==> config.mk <==
export PLATFORM = sky130hd
export DESIGN_NAME = ahb_param_arbiter_flat
export DESIGN_NICKNAME = d
export VERILOG_FILES = /design/src/rtl/ahb_param_arbiter_if.sv /design/src/rtl/ahb_param_arbiter.sv /design/src/flat_wrapper.sv
export SDC_FILE = /design/constraint.sdc
export NUM_CORES = 1
export LEC_CHECK = 0
export ABC_AREA = 1
export BUFFER_PORTS_ARGS = -buffer_cell sky130_fd_sc_hd__buf_2
export CAP_MARGIN = 20
export CORE_MARGIN = 5
export CORE_UTILIZATION = 50
export CTS_BUF_LIST = sky130_fd_sc_hd__clkbuf_8
export DETAILED_ROUTE_END_ITERATION = 6
export PLACE_DENSITY_LB_ADDON = 0.08
export REMOVE_ABC_BUFFERS = 1
export SETUP_SLACK_MARGIN = 0.1
export SYNTH_ARGS = -nofsm -noshare
export SYNTH_HDL_FRONTEND = slang
export SYNTH_SLANG_ARGS = --single-unit
==> constraint.sdc <==
create_clock -name hclk -period 2.2 [get_ports hclk]
set_input_delay 0.44 -clock hclk [delete_from_list [all_inputs] [get_ports hclk]]
set_output_delay 0.44 -clock hclk [all_outputs]
set_load 0.01 [all_outputs]
==> src/rtl/ahb_param_arbiter_if.sv <==
// Bus-side signal bundle between the AHB master agents and the arbiter.
// Requests, lock and the muxed slave response flow into the arbiter;
// grant and address-phase ownership flow back out to masters and slaves.
interface ahb_param_arbiter_if #(
   parameter int NUM_MASTERS = 4
) ();

   logic [NUM_MASTERS-1:0] busreq;
   logic [NUM_MASTERS-1:0] hlock;
   logic [1:0]             htrans;
   logic [2:0]             hburst;
   logic                   hready;
   logic [1:0]             hresp;
   logic [NUM_MASTERS-1:0] hsplit;

   logic [NUM_MASTERS-1:0] hgrant;
   logic [3:0]             hmaster;
   logic                   hmastlock;

   // Agent side: raises requests and presents the muxed bus, observes grants.
   modport master (
      output busreq, hlock, htrans, hburst, hready, hresp, hsplit,
      input  hgrant, hmaster, hmastlock
   );

   // Arbiter side.
   modport slave (
      input  busreq, hlock, htrans, hburst, hready, hresp, hsplit,
      output hgrant, hmaster, hmastlock
   );

endinterface

==> src/rtl/ahb_param_arbiter.sv <==
// Parametrised AHB bus arbiter: fixed-priority or round-robin selection,
// burst-aware handover, locked-transfer retention and SPLIT masking/release.
// All outputs come straight from registers.
module ahb_param_arbiter #(
   parameter int NUM_MASTERS    = 4,
   parameter int DEFAULT_MASTER = 0,
   parameter bit RR_MODE        = 1'b1
) (
   input logic                hclk,
   input logic                hreset,
   ahb_param_arbiter_if.slave bus
);

   localparam logic [1:0] TRANS_NONSEQ = 2'd2;
   localparam logic [1:0] TRANS_SEQ    = 2'd3;
   localparam logic [1:0] RESP_RETRY   = 2'd2;
   localparam logic [1:0] RESP_SPLIT   = 2'd3;

   localparam logic [NUM_MASTERS-1:0] GRANT_RST =
      {{(NUM_MASTERS-1){1'b0}}, 1'b1} << DEFAULT_MASTER;
   localparam logic [3:0] MASTER_RST = 4'(DEFAULT_MASTER);
   // Last winner starts at the top index so master 0 is searched first.
   localparam logic [3:0] LAST_RST   = 4'(NUM_MASTERS - 1);

   logic [NUM_MASTERS-1:0] hgrant_q, hgrant_d;
   logic [3:0]             hmaster_q, hmaster_d;
   logic                   hmastlock_q, hmastlock_d;
   logic [NUM_MASTERS-1:0] split_mask_q, split_mask_d;
   logic [3:0]             beats_q, beats_d;
   logic [3:0]             last_q, last_d;

   logic [3:0]             grant_idx;
   logic                   grant_lock;
   logic                   owner_lock;
   logic                   forced_pt;
   logic                   arb_pt;
   logic [NUM_MASTERS-1:0] eligible;
   logic [NUM_MASTERS-1:0] above_last;
   logic [NUM_MASTERS-1:0] split_set;
   logic [3:0]             win_idx;

   // Index of the lowest set bit; callers guarantee vec is non-zero.
   function automatic logic [3:0] lowest_set(input logic [NUM_MASTERS-1:0] vec);
      logic [3:0] idx;
      idx = '0;
      for (int i = NUM_MASTERS - 1; i >= 0; i--) begin
         if (vec[i]) idx = 4'(i);
      end
      return idx;
   endfunction

   // Decode the one-hot grant and the current owner into index / lock bits.
   always_comb begin
      // NOTE: every output of a combinational block gets a default first, so no path can leave it unassigned and infer a latch.
      grant_idx  = '0;
      grant_lock = 1'b0;
      owner_lock = 1'b0;
      for (int i = 0; i < NUM_MASTERS; i++) begin
         if (hgrant_q[i]) begin
            grant_idx  = 4'(i);
            grant_lock = bus.hlock[i];
         end
         if (hmaster_q == 4'(i)) owner_lock = bus.hlock[i];
      end
   end

   // Second SPLIT/RETRY response cycle hands the bus over unconditionally.
   assign forced_pt = bus.hready && (bus.hresp == RESP_RETRY || bus.hresp == RESP_SPLIT);

   // Remaining-beat counter: loaded by a NONSEQ, counted down by SEQ beats.
   always_comb begin
      beats_d = beats_q;
      if (bus.hready) begin
         if (bus.htrans == TRANS_NONSEQ) begin
            case (bus.hburst)
               3'd2, 3'd3: beats_d = 4'd3;
               3'd4, 3'd5: beats_d = 4'd7;
               3'd6, 3'd7: beats_d = 4'd15;
               default:    beats_d = 4'd0;
            endcase
         end else if (bus.htrans == TRANS_SEQ && beats_q != 4'd0) begin
            beats_d = beats_q - 4'd1;
         end
         if (forced_pt) beats_d = 4'd0;
      end
   end

   // The bus may change hands once the burst is done and the owner is unlocked.
   assign arb_pt = forced_pt || (bus.hready && beats_d == 4'd0 && !owner_lock);

   assign eligible = bus.busreq & ~split_mask_q;

   // Winner selection: rotate past the last winner in round-robin mode.
   always_comb begin
      above_last = '0;
      for (int i = 0; i < NUM_MASTERS; i++) begin
         above_last[i] = (4'(i) > last_q);
      end
      if (eligible == '0) begin
         win_idx = MASTER_RST;
      end else if (RR_MODE && (eligible & above_last) != '0) begin
         win_idx = lowest_set(eligible & above_last);
      end else begin
         win_idx = lowest_set(eligible);
      end
   end

   // Next grant, ownership and split-mask values.
   always_comb begin
      hgrant_d = hgrant_q;
      last_d   = last_q;
      if (arb_pt) begin
         for (int i = 0; i < NUM_MASTERS; i++) begin
            hgrant_d[i] = (win_idx == 4'(i));
         end
         // A default grant to an idle bus does not move the rotation point.
         if (eligible != '0) last_d = win_idx;
      end

      hmaster_d   = hmaster_q;
      hmastlock_d = hmastlock_q;
      if (bus.hready) begin
         hmaster_d   = grant_idx;
         hmastlock_d = grant_lock;
      end

      // First SPLIT cycle masks the owner; set beats a same-cycle release.
      split_set = '0;
      for (int i = 0; i < NUM_MASTERS; i++) begin
         split_set[i] = (bus.hresp == RESP_SPLIT) && !bus.hready && (hmaster_q == 4'(i));
      end
      split_mask_d = (split_mask_q & ~bus.hsplit) | split_set;
   end

   // State registers with asynchronous reset to the default-master grant.
   always_ff @(posedge hclk or negedge hreset) begin
      // NOTE: sequential state uses non-blocking assignments so every register samples pre-edge values regardless of statement order.
      if (!hreset) begin
         hgrant_q     <= GRANT_RST;
         hmaster_q    <= MASTER_RST;
         hmastlock_q  <= 1'b0;
         split_mask_q <= '0;
         beats_q      <= '0;
         last_q       <= LAST_RST;
      end else begin
         hgrant_q     <= hgrant_d;
         hmaster_q    <= hmaster_d;
         hmastlock_q  <= hmastlock_d;
         split_mask_q <= split_mask_d;
         beats_q      <= beats_d;
         last_q       <= last_d;
      end
   end

   assign bus.hgrant    = hgrant_q;
   assign bus.hmaster   = hmaster_q;
   assign bus.hmastlock = hmastlock_q;

endmodule

==> src/flat_wrapper.sv <==
// flat-port wrapper written by rule: the top's interface ports become plain ports
module ahb_param_arbiter_flat 
#(
   parameter int NUM_MASTERS    = 4,
   parameter int DEFAULT_MASTER = 0,
   parameter bit RR_MODE        = 1'b1
)
  (hclk, hreset, bus_busreq, bus_hlock, bus_htrans, bus_hburst, bus_hready, bus_hresp, bus_hsplit, bus_hgrant, bus_hmaster, bus_hmastlock);
  ahb_param_arbiter_if #(.NUM_MASTERS(NUM_MASTERS)) bus_i ();
  input logic hclk;
  input logic hreset;
  input wire logic [$bits(bus_i.busreq)-1:0] bus_busreq;
  input wire logic [$bits(bus_i.hlock)-1:0] bus_hlock;
  input wire logic [$bits(bus_i.htrans)-1:0] bus_htrans;
  input wire logic [$bits(bus_i.hburst)-1:0] bus_hburst;
  input wire logic [$bits(bus_i.hready)-1:0] bus_hready;
  input wire logic [$bits(bus_i.hresp)-1:0] bus_hresp;
  input wire logic [$bits(bus_i.hsplit)-1:0] bus_hsplit;
  output wire logic [$bits(bus_i.hgrant)-1:0] bus_hgrant;
  output wire logic [$bits(bus_i.hmaster)-1:0] bus_hmaster;
  output wire logic [$bits(bus_i.hmastlock)-1:0] bus_hmastlock;
  assign bus_i.busreq = bus_busreq;
  assign bus_i.hlock = bus_hlock;
  assign bus_i.htrans = bus_htrans;
  assign bus_i.hburst = bus_hburst;
  assign bus_i.hready = bus_hready;
  assign bus_i.hresp = bus_hresp;
  assign bus_i.hsplit = bus_hsplit;
  assign bus_hgrant = bus_i.hgrant;
  assign bus_hmaster = bus_i.hmaster;
  assign bus_hmastlock = bus_i.hmastlock;
  ahb_param_arbiter #(.NUM_MASTERS(NUM_MASTERS), .DEFAULT_MASTER(DEFAULT_MASTER), .RR_MODE(RR_MODE)) u_core (.hclk(hclk), .hreset(hreset), .bus(bus_i));
endmodule
==> key figures, run 1 <==
Placement
  – Placed Instance Area: 1265 um2
  – Post-DP HPWL: 2130 um
  – Pre-CTS setup slack: 0.4268 ns
  – IO buf count: 28
  – RD Place Congestion: 0.9450

Floorplan
  – Die area: 3240 um2
  – Initial core utilization: 51.25%
  – I/O pin total: 31
  – Die X: 56.93 um
  – Cell Rows: 17
  – CORE AREA: 2148 um2
  – Die height: 56.93 um

Job
  – Maximum capacitance violations: 0

Synth
  – Netlist Area Pre-Place: 1101 um2
  – Compound-Gate Fraction of Synth Area: 11.48%
  – Cells after Synth: 155
  – Avg Cell Area, Syn: 7.104 um2
  – Largest family of logic cells by synthesized area: simple AND/OR/NAND/NOR gates
  – Top_reg_cell synth: dfrtp_1
  – Post-synth EDFFs: 0
  – Synth Area in Simple Gates: 37.50%
  – Sequential area share after synthesis: 38.98%
  – Mux cell area share after synthesis: 0%
  – Adder-Cell Fraction of Synth Area: 1.136%
  – Post-synthesis xor/xnor area fraction: 0%
  – Async set-reset flop share out of synthesis: 100.0%
  – #FFs+latches synth: 17
  – Synth unique cells: 24
  – Ys Warns: 0

Setup path
  – R2r setup slk: 0.42 ns
  – CP Data Required Time: 2.39 ns
  – Crit path max fanout: 7
  – CP endpoint kind: register
  – Cells on worst reg2reg path: 14
  – Critical Path Start Type: register
  – CP arrival: 1.97 ns
  – Critical path class: register to register

STA
  – Hold Slack: 0.1007 ns
  – PnR worst setup slack: 0.4152 ns
  – Setup TNS: 0 ns
  – Period utilization: 81.13%
  – Count of final hold-check violations: 0
  – Worst Clk Skew: 0.002686 ns
  – Crit path time final: 1.785 ns
  – Final setup fails: 0
  – RSZ-0062 raised after global routing: false
  – Pins over their slew limit: 0
  – Fmax: 0.5603 GHz

Routing
  – Post-DR wirelength/cell: 12.54 um
  – DRC violations left: 0
  – Routed wire length on met3: 169 um
  – WL met1: 1268 um
  – Antenna Nets Post-Route: 0
  – Routed wire length: 2684 um
  – Routed via count: 1101
  – Vias per cell: 5.145
  – Drt pass-1 iters: 5
  – DRT iter0 DRCs: 43
  – Routed wire length on met2: 1205 um
  – Top layer in use: met4

Power and ir drop
  – NetSw: 0.5250 mW
  – Pwr/cell area: 960.3 nW/um2
  – Pwr Total: 1.258 mW
  – Pleak: 0.7364 nW
  – Max VDD drop: 0.6519 mV
  – Internal: 0.7331 mW
  – Switching share of power: 41.73%
  – Comb power frac: 39.4%
  – Clock share of power: 18.5%
  – Sequential share of power: 42.1%

CTS
  – Clock Sinks: 17
  – PostCTS Resize Cnt: 0
  – Setup Fix Bufs, Post-CTS: 0
  – CTS H-tree lvls: 1
  – Cts hold-fix bufs: 0
  – CTS clk-pin slew, worst paths: 0.07 ns
  – CTS tree: done
  – Clk_lat worst skew: 0.26 ns
  – TritonCTS Buffers: 3
  – CTS max path bufs: 2
  – CTS root buf: clkbuf_8

Global routing
  – Largest net degree at the start of global routing: 18
  – Vias in the first global route: 1068
  – GRT overflow: 0
  – First-pass GRT wire length: 4636 um
  – Initial antenna violation count: 0
  – Total GRT Usage: 18.26%

Finish
  – Ant. Diodes: 0
  – Layout cells sized above 1: 26.88%
  – Filler instances: 206
  – Nets: 210
  – Area growth, synth to finish: 18.98%
  – Finished Cell Area: 1310 um2

Min path
  – Worst Hold Class: primary input to asynchronous set/reset pin

Outcome
  – Status: finished, final reports clean
[area by class of cell]
cell class | instances | area (um2) | share of cell area (%)
Clock buffer | 3 | 41.29 | 3.152
Clock inverter | 1 | 3.754 | 0.2865
Inverter | 27 | 101.3 | 7.736
Multi-Input combinational cell | 110 | 559.3 | 42.69
Sequential cell | 17 | 429.2 | 32.76
Tap cell | 28 | 35.03 | 2.674
Timing Repair Buffer | 28 | 140.1 | 10.70
[per-layer routing]
layer / GRT usage (%) / up-vias
li1: - / 567
met1: 22.61 / 500
met2: 29.69 / 27
met3: 5.747 / 7
met4: 6.623 / 0
met5: 0 / -
[power by group through the flow]
| stage | combinational, mW | sequential [mW] | clock, mW |
|---|---|---|---|
| detailed placement | 0.496 | 0.529 | 0 |
| global route | 0.567 | 0.543 | 0.256 |
| floorplan | 0.318 | 0.530 | 0 |
| CTS | 0.499 | 0.523 | 0.240 |
| global placement | 0.482 | 0.523 | 0 |
| finish | 0.495 | 0.530 | 0.233 |
[layout by cell type (no fill, tap or decap), types with 4 or more instances in the layout]
cell type  netlist  layout
nand2_1         42      42
buf_2            0      28
nand3_1         25      25
inv_1           22      23
dfrtp_1         14      14
nor2_1           8       8
a21oi_1          6       6
inv_2            5       5
o32ai_1          4       4
nand2_2          4       4
o21ai_0          4       4
[final timing paths]
kind / startpoint / to
min in group hclk: bus_hsplit[2] / u_core.split_mask_q[2]
hold / removal: hreset / u_core.split_mask_q[1]
max in group asynchronous: hreset / u_core.bus.hgrant[0]
setup / recovery: u_core.beats_q[0] / u_core.last_q[1]
hold reg to reg: u_core.last_q[0] / u_core.last_q[0]
setup reg to reg: u_core.beats_q[0] / u_core.last_q[1]
[registers in the layout, summed over array words and instances (netlist names)]
signal and flops:
u_core.beats_q 4, u_core.last_q 2, u_core.bus.hmastlock 1, u_core.bus.hgrant 4, u_core.bus.hmaster 2, u_core.split_mask_q 4
[cell families after synthesis]
kind of cell    Yosys count
simple gates             88
buf+inv                  29
compound gates           19
other cells               1
fa+ha+maj                 1
flops                    17
[through the flow]
step,utilization [%],instances
finish,60.98,214
global route,60.98,214
CTS,60.98,214
detailed placement,58.88,210
global placement,58.88,210
floorplan,-,154
[Yosys cell counts (all sizes together), types with 2 or more instances]
library cell / number / area, um2
a211oi: 2 / 15.01
a21oi: 8 / 47.55
buf: 2 / 15.01
dfrtp: 14 / 350.3
dfstp: 3 / 78.83
inv: 27 / 101.4
nand2: 48 / 205.2
nand3: 26 / 135.1
nand4: 2 / 12.51
nor2: 10 / 47.55
o21ai: 4 / 20.02
o32ai: 4 / 35.03
[worst max-delay path, stage by stage (launching register included)]
cell	delay, ns
dfrtp_1	0.36
inv_1	0.09
ha_1	0.24
nand2_2	0.10
nand2_2	0.07
nand2_1	0.06
nand3_1	0.08
a21oi_2	0.17
nand2_1	0.11
nor2_4	0.11
nand2_4	0.07
nand2_4	0.09
nand2_2	0.06
nand2_1	0.05
nand2_1	0.05
(Power assumes the default switching activity.)
==> run 2: changes to the inputs <==
Clock period 2.2 ns to 1.8 ns, I/O delays scaled along.
==> run 2 against run 1 <==
Against the previous run: hold slack got worse by 0.075 ns; sequential power increased by 22%; routed wire length rose by 6.7%; maximum frequency grew 3.5%; via count is 2.4% higher; setup slack lost 0.34 ns; non-clock buffer count is 5 higher; sequential share of layout area is 1.9 points lower; largest cell class unchanged.
==> key figures, run 2 (same netlist as run 1, synthesis figures left out) <==
Routing
  – Routed via count: 1127
  – DRC violations left: 0
  – Post-DR wirelength/cell: 13.08 um
  – DRT iter0 DRCs: 24
  – Drt pass-1 iters: 4
  – Vias per cell: 5.146
  – Routed wire length: 2865 um
  – Antenna Nets Post-Route: 0

Job
  – Maximum capacitance violations: 0

STA
  – Fmax: 0.5797 GHz
  – Pins over their slew limit: 0
  – Crit path time final: 1.725 ns
  – Setup TNS: 0 ns
  – Worst Clk Skew: 0.003358 ns
  – Final setup fails: 0
  – Period utilization: 95.84%
  – Count of final hold-check violations: 0
  – RSZ-0062 raised after global routing: true

Setup path
  – FF-to-FF Start: u_core.beats_q[0]
  – CP Data Required Time: 1.99 ns
  – CP arrival: 1.92 ns
  – Critical path class: register to register
  – CP peak stage delay: 0.38 ns
  – Critical-path top delay cell: dfrtp_1
  – Critical Path Start Type: register
  – CP endpoint kind: register
  – Crit path max fanout: 7
  – Most used cell along the critical path: nand2_4
  – Setup crit start: u_core.beats_q[0]
  – Crit-path cells: inv_2 > ha_4 > nand2_4 > nand2_4 > nand2_2 > nand3_2 > a21oi_2 > nand2_2 > nor2_4 > nand2_4 > nand2_4 > nand2_2 > nand2_1 > nand2_1

Floorplan
  – Die area: 3240 um2
  – Initial core utilization: 51.25%
  – Cell Rows: 17
  – Die height: 56.93 um
  – CORE AREA: 2148 um2
  – Die X: 56.93 um
  – I/O pin total: 31

CTS
  – CTS H-tree lvls: 1
  – Clk_lat worst skew: 0.26 ns
  – Clock Sinks: 17
  – CTS max path bufs: 2
  – CTS clk-pin slew, worst paths: 0.07 ns
  – CTS root buf: clkbuf_8
  – CTS tree: done
  – TritonCTS Buffers: 3

Power and ir drop
  – Max VDD drop: 0.7012 mV
  – Pwr/cell area: 1156 nW/um2
  – Pleak: 0.7754 nW

Finish
  – Nets: 215
  – Commonest non-fill, non-tap cell in the layout: nand2_1
  – Most frequent cells in the layout: nand2_1, buf_2, nand3_1
  – Layout cells sized above 1: 34.03%
  – Finished Cell Area: 1393 um2
  – Ant. Diodes: 0
  – Area growth, synth to finish: 26.48%

Global routing
  – Initial antenna violation count: 0
  – Total GRT Usage: 17.53%
  – Vias in the first global route: 1073
  – Largest net degree at the start of global routing: 18
  – First-pass GRT wire length: 4512 um
  – GRT overflow: 0

Outcome
  – Status: finished, final reports clean

Placement
  – Placed Instance Area: 1265 um2
  – RD Place Congestion: 0.9341
  – IO buf count: 28
  – Post-DP HPWL: 2059 um

Min path
  – Worst Hold Class: primary input to asynchronous set/reset pin
[run 2: cell types whose count changed in the layout (fill, tap and decap cells not counted), sizes merged]
cell	change
buf	+5
[run 2: metrics by stage]
stage	cells	hold WS [ns]	setup slack, ns	total power, mW	utilization (%)
after floorplan	154	0.06441	0.2272	1.037	-
after global placement	210	0.3041	0.1032	1.227	58.88
after detailed placement	210	0.3108	0.04426	1.246	58.88
after CTS	216	0.03663	0.1119	1.550	61.91
after global routing	219	0.04543	-0.01127	1.735	64.82
final	219	0.02596	0.07483	1.610	64.82
[run 2: final timing paths]
path                                     endpoint  slack, ns  cells past startpoint
min in group hclk          u_core.split_mask_q[1]       0.28                      2
max in group asynchronous        u_core.last_q[1]       1.45                      1
max                              u_core.last_q[1]       0.07                     14
max reg2reg                      u_core.last_q[1]       0.07                     14
min reg2reg                      u_core.last_q[0]       0.47                      2
min                          u_core.bus.hgrant[2]       0.03                      1
[run 2: critical path, delay by kind of cell, from the launching register on]
| kind | cells | cell delay (ns) |
|---|---|---|
| compound gates | 1 | 0.18 |
| flops | 1 | 0.38 |
| fa+ha+maj | 1 | 0.17 |
| buf+inv | 1 | 0.07 |
| simple gates | 11 | 0.86 |
[run 2: layout make-up]
cell class,count,area [um2]
Fill cell,186,755.7
Multi-Input combinational cell,110,603.1
Sequential cell,17,430.4
Timing Repair Buffer,33,177.7
Inverter,27,101.3
Clock buffer,3,41.29
Tap cell,28,35.03
Clock inverter,1,3.754
[run 2: power by group]
part           internal, mW  switching [mW]
clock network         0.152           0.142
logic                 0.267           0.401
registers             0.516           0.132
[run 2: what timing repair did]
action | CTS | global route
gates resized for setup | 3 | 10
hold buffers | 0 | 0
pin swaps | 1 | 6
endpoints found under the setup margin | 6 | 6
setup buffers | 2 | 3
[run 2: metal layers]
layer,GRT usage (%),vias to the layer above,part of all wire (%)
met3,3.908,8,6.2
met2,25.94,41,43
li1,-,574,-
met1,23.84,504,48
met5,0,-,0
met4,8.940,0,2.7
